<file path="src/rtl/reg_bank_reader.sv">
// reg_bank_reader
//
// Read side of the MIPS register file for a multicycle datapath: a 32 x 32-bit
// register bank plus a small operand-fetch FSM. The write port takes the
// already-selected write-back address (rt, rd, $ra or third source). rs/rt are
// decoded from the instruction word and delivered as registered operands A/B
// with a start/valid handshake.
//
// Ports
//   clk         rising-edge clock
//   reset_n     synchronous active-low reset (clears bank, operands, indices)
//   rd_start    pulse: begin operand fetch for instr (ignored while rd_busy)
//   instr       instruction word; rs = [25:21], rt = [20:16]
//   rd_busy     fetch in progress
//   rd_valid    one-cycle pulse: a_out/b_out hold new operands
//   a_out       operand A (value of rs)
//   b_out       operand B (value of rt)
//   rs_idx      latched rs index
//   rt_idx      latched rt index
//   reg_write   write enable
//   write_reg   write address
//   write_data  write-back value
//
// Build option
//   REG_BYPASS_EN  when defined, a write landing on the FETCH edge to the
//                  register being fetched is forwarded to the operand.
//
// State | meaning
// ------+---------------------------------------------------
// IDLE  | waiting for rd_start; indices latched on accept
// FETCH | operands loaded from the bank at this edge
// DONE  | rd_valid high for this cycle, then back to IDLE

module reg_bank_reader #(
    parameter int DATA_W = 32,
    parameter int ADDR_W = 5
) (
    input  logic              clk,
    input  logic              reset_n,
    input  logic              rd_start,
    input  logic [31:0]       instr,
    output logic              rd_busy,
    output logic              rd_valid,
    output logic [DATA_W-1:0] a_out,
    output logic [DATA_W-1:0] b_out,
    output logic [ADDR_W-1:0] rs_idx,
    output logic [ADDR_W-1:0] rt_idx,
    input  logic              reg_write,
    input  logic [ADDR_W-1:0] write_reg,
    input  logic [DATA_W-1:0] write_data
);

    localparam int NUM_REGS = 1 << ADDR_W;

    typedef enum logic [1:0] {
        IDLE  = 2'd0,
        FETCH = 2'd1,
        DONE  = 2'd2
    } state_t;

    state_t            state;
    logic [DATA_W-1:0] regs [NUM_REGS];
    logic [DATA_W-1:0] operand_a;
    logic [DATA_W-1:0] operand_b;
    logic              write_en;

    // Only the register fields of the instruction are used here.
    logic unused_instr_bits;
    assign unused_instr_bits = ^{instr[31:26], instr[15:0]};

    // Address 0 is never written, so it keeps its reset value of zero.
    assign write_en = reg_write && (write_reg != '0);

`ifdef REG_BYPASS_EN
    assign operand_a = (write_en && (write_reg == rs_idx)) ? write_data : regs[rs_idx];
    assign operand_b = (write_en && (write_reg == rt_idx)) ? write_data : regs[rt_idx];
`else
    assign operand_a = regs[rs_idx];
    assign operand_b = regs[rt_idx];
`endif

    always_ff @(posedge clk) begin
        if (!reset_n) begin
            // Reset wins over everything, including a write in the same cycle.
            state    <= IDLE;
            rd_busy  <= 1'b0;
            rd_valid <= 1'b0;
            a_out    <= '0;
            b_out    <= '0;
            rs_idx   <= '0;
            rt_idx   <= '0;
            for (int i = 0; i < NUM_REGS; i++) begin
                regs[i] <= '0;
            end
        end else begin
            if (write_en) begin
                regs[write_reg] <= write_data;
            end

            rd_valid <= 1'b0;

            case (state)
                IDLE: begin
                    if (rd_start) begin
                        rs_idx  <= instr[25:21];
                        rt_idx  <= instr[20:16];
                        rd_busy <= 1'b1;
                        state   <= FETCH;
                    end
                end
                FETCH: begin
                    a_out    <= operand_a;
                    b_out    <= operand_b;
                    rd_valid <= 1'b1;
                    state    <= DONE;
                end
                DONE: begin
                    rd_busy <= 1'b0;
                    state   <= IDLE;
                end
                default: begin
                    rd_busy <= 1'b0;
                    state   <= IDLE;
                end
            endcase
        end
    end

endmodule

</file>
<file path="config.mk">
export PLATFORM = sky130hd
export DESIGN_NAME = reg_bank_reader
export DESIGN_NICKNAME = d
export VERILOG_FILES = /design/src/rtl/reg_bank_reader.sv
export SDC_FILE = /design/constraint.sdc
export NUM_CORES = 2
export LEC_CHECK = 0
export ABC_CLOCK_PERIOD_IN_PS = 6000
export CAP_MARGIN = 20
export CORE_ASPECT_RATIO = 0.7
export CORE_MARGIN = 8
export CORE_UTILIZATION = 50
export DETAILED_ROUTE_END_ITERATION = 12
export GPL_TIMING_DRIVEN = 0
export PLACE_DENSITY_LB_ADDON = 0.08
export SLEW_MARGIN = 20
export SYNTH_ARGS = -nofsm -noshare
export SYNTH_HDL_FRONTEND = slang
export SYNTH_SLANG_ARGS = --single-unit
</file>
<file path="constraint.sdc">
create_clock -name clk -period 6 [get_ports clk]
set_input_delay 1.5 -clock clk [delete_from_list [all_inputs] [get_ports clk]]
set_output_delay 1.5 -clock clk [all_outputs]
set_load 0.1 [all_outputs]
</file>
; Word level (Yosys, flattened, before mapping)
; Memory sizes are Yosys's and may differ from the RTL's. A register that Yosys moved wholly into a read port is not among the register bits.
; Index checks and enable logic that the tools add are counted.
[word_totals]
ff_bits = 14
ramBits = 1024
out_inout_bits = 76
n_memories = 1
[mem_list]
columns = name, words, width, rd, rd_clocked_by_memory_dff, wr, line_no
row1 = regs, 32, 32, 2, 2, 32, 62  ; logic [DATA_W-1:0] regs [NUM_REGS];
[op_classes]
n_eq_ne = 2
n_mux = 12
bitwise = 1
n_reduce_logical = 8
[ops]
columns = operator, n
row1 = $mux W32, 1
row2 = $reduce_or A32 Y1, 1
row3 = $mux W1, 7
row4 = $mux W5, 1
row5 = $reduce_bool A5 Y1, 1
row6 = $pmux W2 S2, 1
row7 = $reduce_and A2 Y1, 2
row8 = $eq A2 B1 Y1 const B, 1
row9 = $logic_not A1 Y1, 2
row10 = $logic_not A2 Y1, 1
row11 = $mux W2, 1
row12 = $ne A2 B2 Y1 const B, 1
row13 = $pmux W1 S2, 1
row14 = $logic_and A1 B1 Y1, 1
row15 = $not A1 Y1, 1

; Depth between registers and ports, before layout
[depth]
ltp_word = 7
ltp_mapped = 8
mapped_depth_nobuf = 5

; Worst setup path before layout
; OpenSTA, ideal clock, no wires.
[synth_timing]
kind = input port to flip-flop
startpoint = in reset_n
endpoint = mem regs[22][0] (enable)
setup_ns = 0.466
arrival_ns = 4.539
required_time_ns = 5.534
setup_slack_ns = 0.996
path_stages = 4
n_path_buf = 2
path_cell_list = clkbuf_1 -> nand4b_1 -> clkbuf_1 -> o21ai_0
[synth_lines]
columns = element, line_no
row1 = "start, declared", 39  ; input logic reset_n,
row2 = "end, declared", 62

==> impl_metrics.json <==
{
  "outcome": "complete, no violations",
  "seq_area_frac_synth_pct": 55.7,
  "grt_pass1_wl_mm": 334,
  "nets": 5089,
  "die_h_um": 301,
  "insertion_delay_ps": 750,
  "die_x_um": 423,
  "worst_pin_slew_ps": 1360,
  "post-cts-setup-buffers": 0,
  "hold_ws_ps": 481,
  "clkSlewWorstSetupHoldPaths_ps": 60,
  "hold_viol_final": 0,
  "synth.top_cell.area_share_pct": 53.0,
  "initial_core_util_pct": 50.4,
  "grt_pass1_vias": 41800,
  "rsz0062_at_grt": "no",
  "end_kind": "flip-flop",
  "track_usage_pct": 37.8,
  "fp.dieArea_um2": 127000,
  "place_ws_ps": 242,
  "drc": 0,
  "cts_root_buf": "clkbuf_16",
  "wl_mm": 251,
  "finalSetupViolations": 0,
  "slew_viol_final": 0,
  "io_buffers": 126,
  "gp_congestion": 1.03,
  "skew_ps": 21.6,
  "numCtsBuffers": 112,
  "ir_worst_vdd_mv": 0.253,
  "drtIter0Drc": 7858,
  "critPathArrivalTime_ps": 5740,
  "maxSlewHeadroom_pct": 9.43,
  "path_cells": "clkdlybuf4s50_1 -> clkbuf_1 -> nand4_1 -> clkbuf_2 -> nor2_1 -> clkbuf_1 -> and2_1",
  "startpoint_type": "input pin",
  "num_rows": 104,
  "grt_start_max_net_pins": 36,
  "ys_types": 29,
  "crit_fanout": 10,
  "wire_per_inst_um": 37.6,
  "max_cap_violations": 0,
  "p_per_area_nw_per_um2": 290,
  "timing.critical_path.mode_cell": "clkbuf_1",
  "finalCriticalPeriod_ps": 5140,
  "setup_ws_ps": 864,
  "antenna_found_initial": 24,
  "viasPerCell": 6.69,
  "dr.pass1.iters": 10,
  "drive_gt1_share_pct": 8.04,
  "syn_area_um2": 58000,
  "yosysTopAreaCell": "edfxtp_1",
  "hold_path.class": "reg -> reg",
  "grt_overflow_total": 0,
  "cellLeakagePower_uw": 0.0222,
  "ios": 149,
  "crit_type": "in -> reg",
  "post_cts_resized": 0,
  "worstPathRequired_ps": 6610,
  "netlist_top_cells_area": "edfxtp_1, mux2i_1, and2_1",
  "dpl.hpwl_mm": 182,
  "max_stage_delay_ps": 860,
  "ctsLongestPathBuffers": 3,
  "htreeDepth": 3,
  "cts_tree": "done",
  "period_share_pct": 85.6,
  "ys_seq_elements": 1102,
  "ant_nets": 0,
  "clock_sinks": 1102,
  "synth_warnings": 0,
  "core-area_um2": 115000,
  "synth.avg_cell_area_um2": 12.4,
  "fmax_mhz": 195,
  "area_delta_synth_final_pct": 15.3,
  "fin_tns_setup_ps": 0,
  "crit_path_top_delay_cell": "nor2_1",
  "layout_common_cells": "mux2i_1, edfxtp_1, and2_1",
  "syn_inst": 4687,
  "vias": 44600,
  "cts_hold_buf": 0
}
sequential cells by signal, indices dropped and copies added (netlist names):
register	cells
a_out	32
b_out	32
rd_busy	1
rd_valid	1
regs	1024
rs_idx	5
rt_idx	5
state	2
cells in the mapped netlist:
master / count
edfxtp_1: 1024
mux2i_1: 1024
and2_1: 997
a22oi_1: 512
clkbuf_1: 347
a21oi_1: 331
o21ai_0: 95
dfxtp_1: 78
or4_1: 64
buf_4: 60
buf_6: 44
nor2_1: 37
nand2_1: 26
buf_1: 14
clkbuf_4: 6
nand2b_1: 5
nor2b_1: 5
nand3b_1: 3
buf_2: 2
buf_8: 2
or2_2: 2
or3_1: 2
conb_1: 1
inv_1: 1
nand3_1: 1
nand4_1: 1
nand4b_1: 1
or3b_1: 1
or3b_2: 1
worst paths after layout:
| kind | start | cells after the start | end | slack [ps] |
|---|---|---|---|---|
| worst max-delay path | reset_n | 7 | regs[23][11] | 860 |
| worst min-delay path | rd_busy | 2 | rd_busy | 480 |
| worst max register to register | rs_idx[2] | 7 | a_out[21] | 2160 |
| worst min register to register | rd_busy | 2 | rd_busy | 480 |
power breakdown:
group	internal, µW	switching [µW]	leakage, µW
registers	8820	257	0.0104
logic	947	2140	0.00998
clock network	4070	3180	0.00181
total	13800	5570	0.0222
cells by family (layout without fill, tap and decap cells):
logic type,Yosys count,after routing,share of synthesized area (%)
multiplexers,1024,1024,17.7
other,1,49,0.00646
flip-flops,1102,1102,55.7
buffers and inverters,476,869,4.12
AO/OA/AOI/OAI,938,938,10.3
AND/OR/NAND/NOR,1146,1146,12.2
layer usage:
layer	wire length [µm]	vias up	global-route usage [%]	share of wire, %
met5	399	-	0.568	0.16
met4	21300	14	25.2	8.5
met3	37500	796	14.9	15
met2	96600	3691	50.7	39
met1	94700	21900	50.0	38
li1	-	18100	-	-
through the flow:
| stage | power, µW | cell area (µm²) | cells | utilization (%) |
|---|---|---|---|---|
| 3_3_place_gp | 12000 | 61300 | 6381 | 53.3 |
| 4_1_cts | 19200 | 66800 | 6646 | 58.1 |
| 5_1_grt | 19700 | 66900 | 6648 | 58.1 |
| 3_5_place_dp | 12200 | 63200 | 6437 | 54.9 |
| 2_1_floorplan | 10800 | 58100 | 4718 | - |
| 6_report | 19400 | 66900 | 6665 | 58.2 |
worst max-delay path: cells and delay by family:
family	cells	cell delay, ps
buf+inv	4	2480
simple gates	3	1740
cell type report:
| class | instances | area [µm²] |
|---|---|---|
| Antenna cell | 17 | 42.5 |
| Buffer | 475 | 2430 |
| Clock buffer | 153 | 3130 |
| Clock inverter | 56 | 539 |
| Fill cell | 9431 | 48100 |
| Inverter | 1 | 3.75 |
| Multi-Input combinational cell | 3140 | 23800 |
| Sequential cell | 1102 | 32300 |
| Tap cell | 1537 | 1920 |
| Timing Repair Buffer | 184 | 2740 |
No activity file was read; power rests on OpenSTA's default activity.
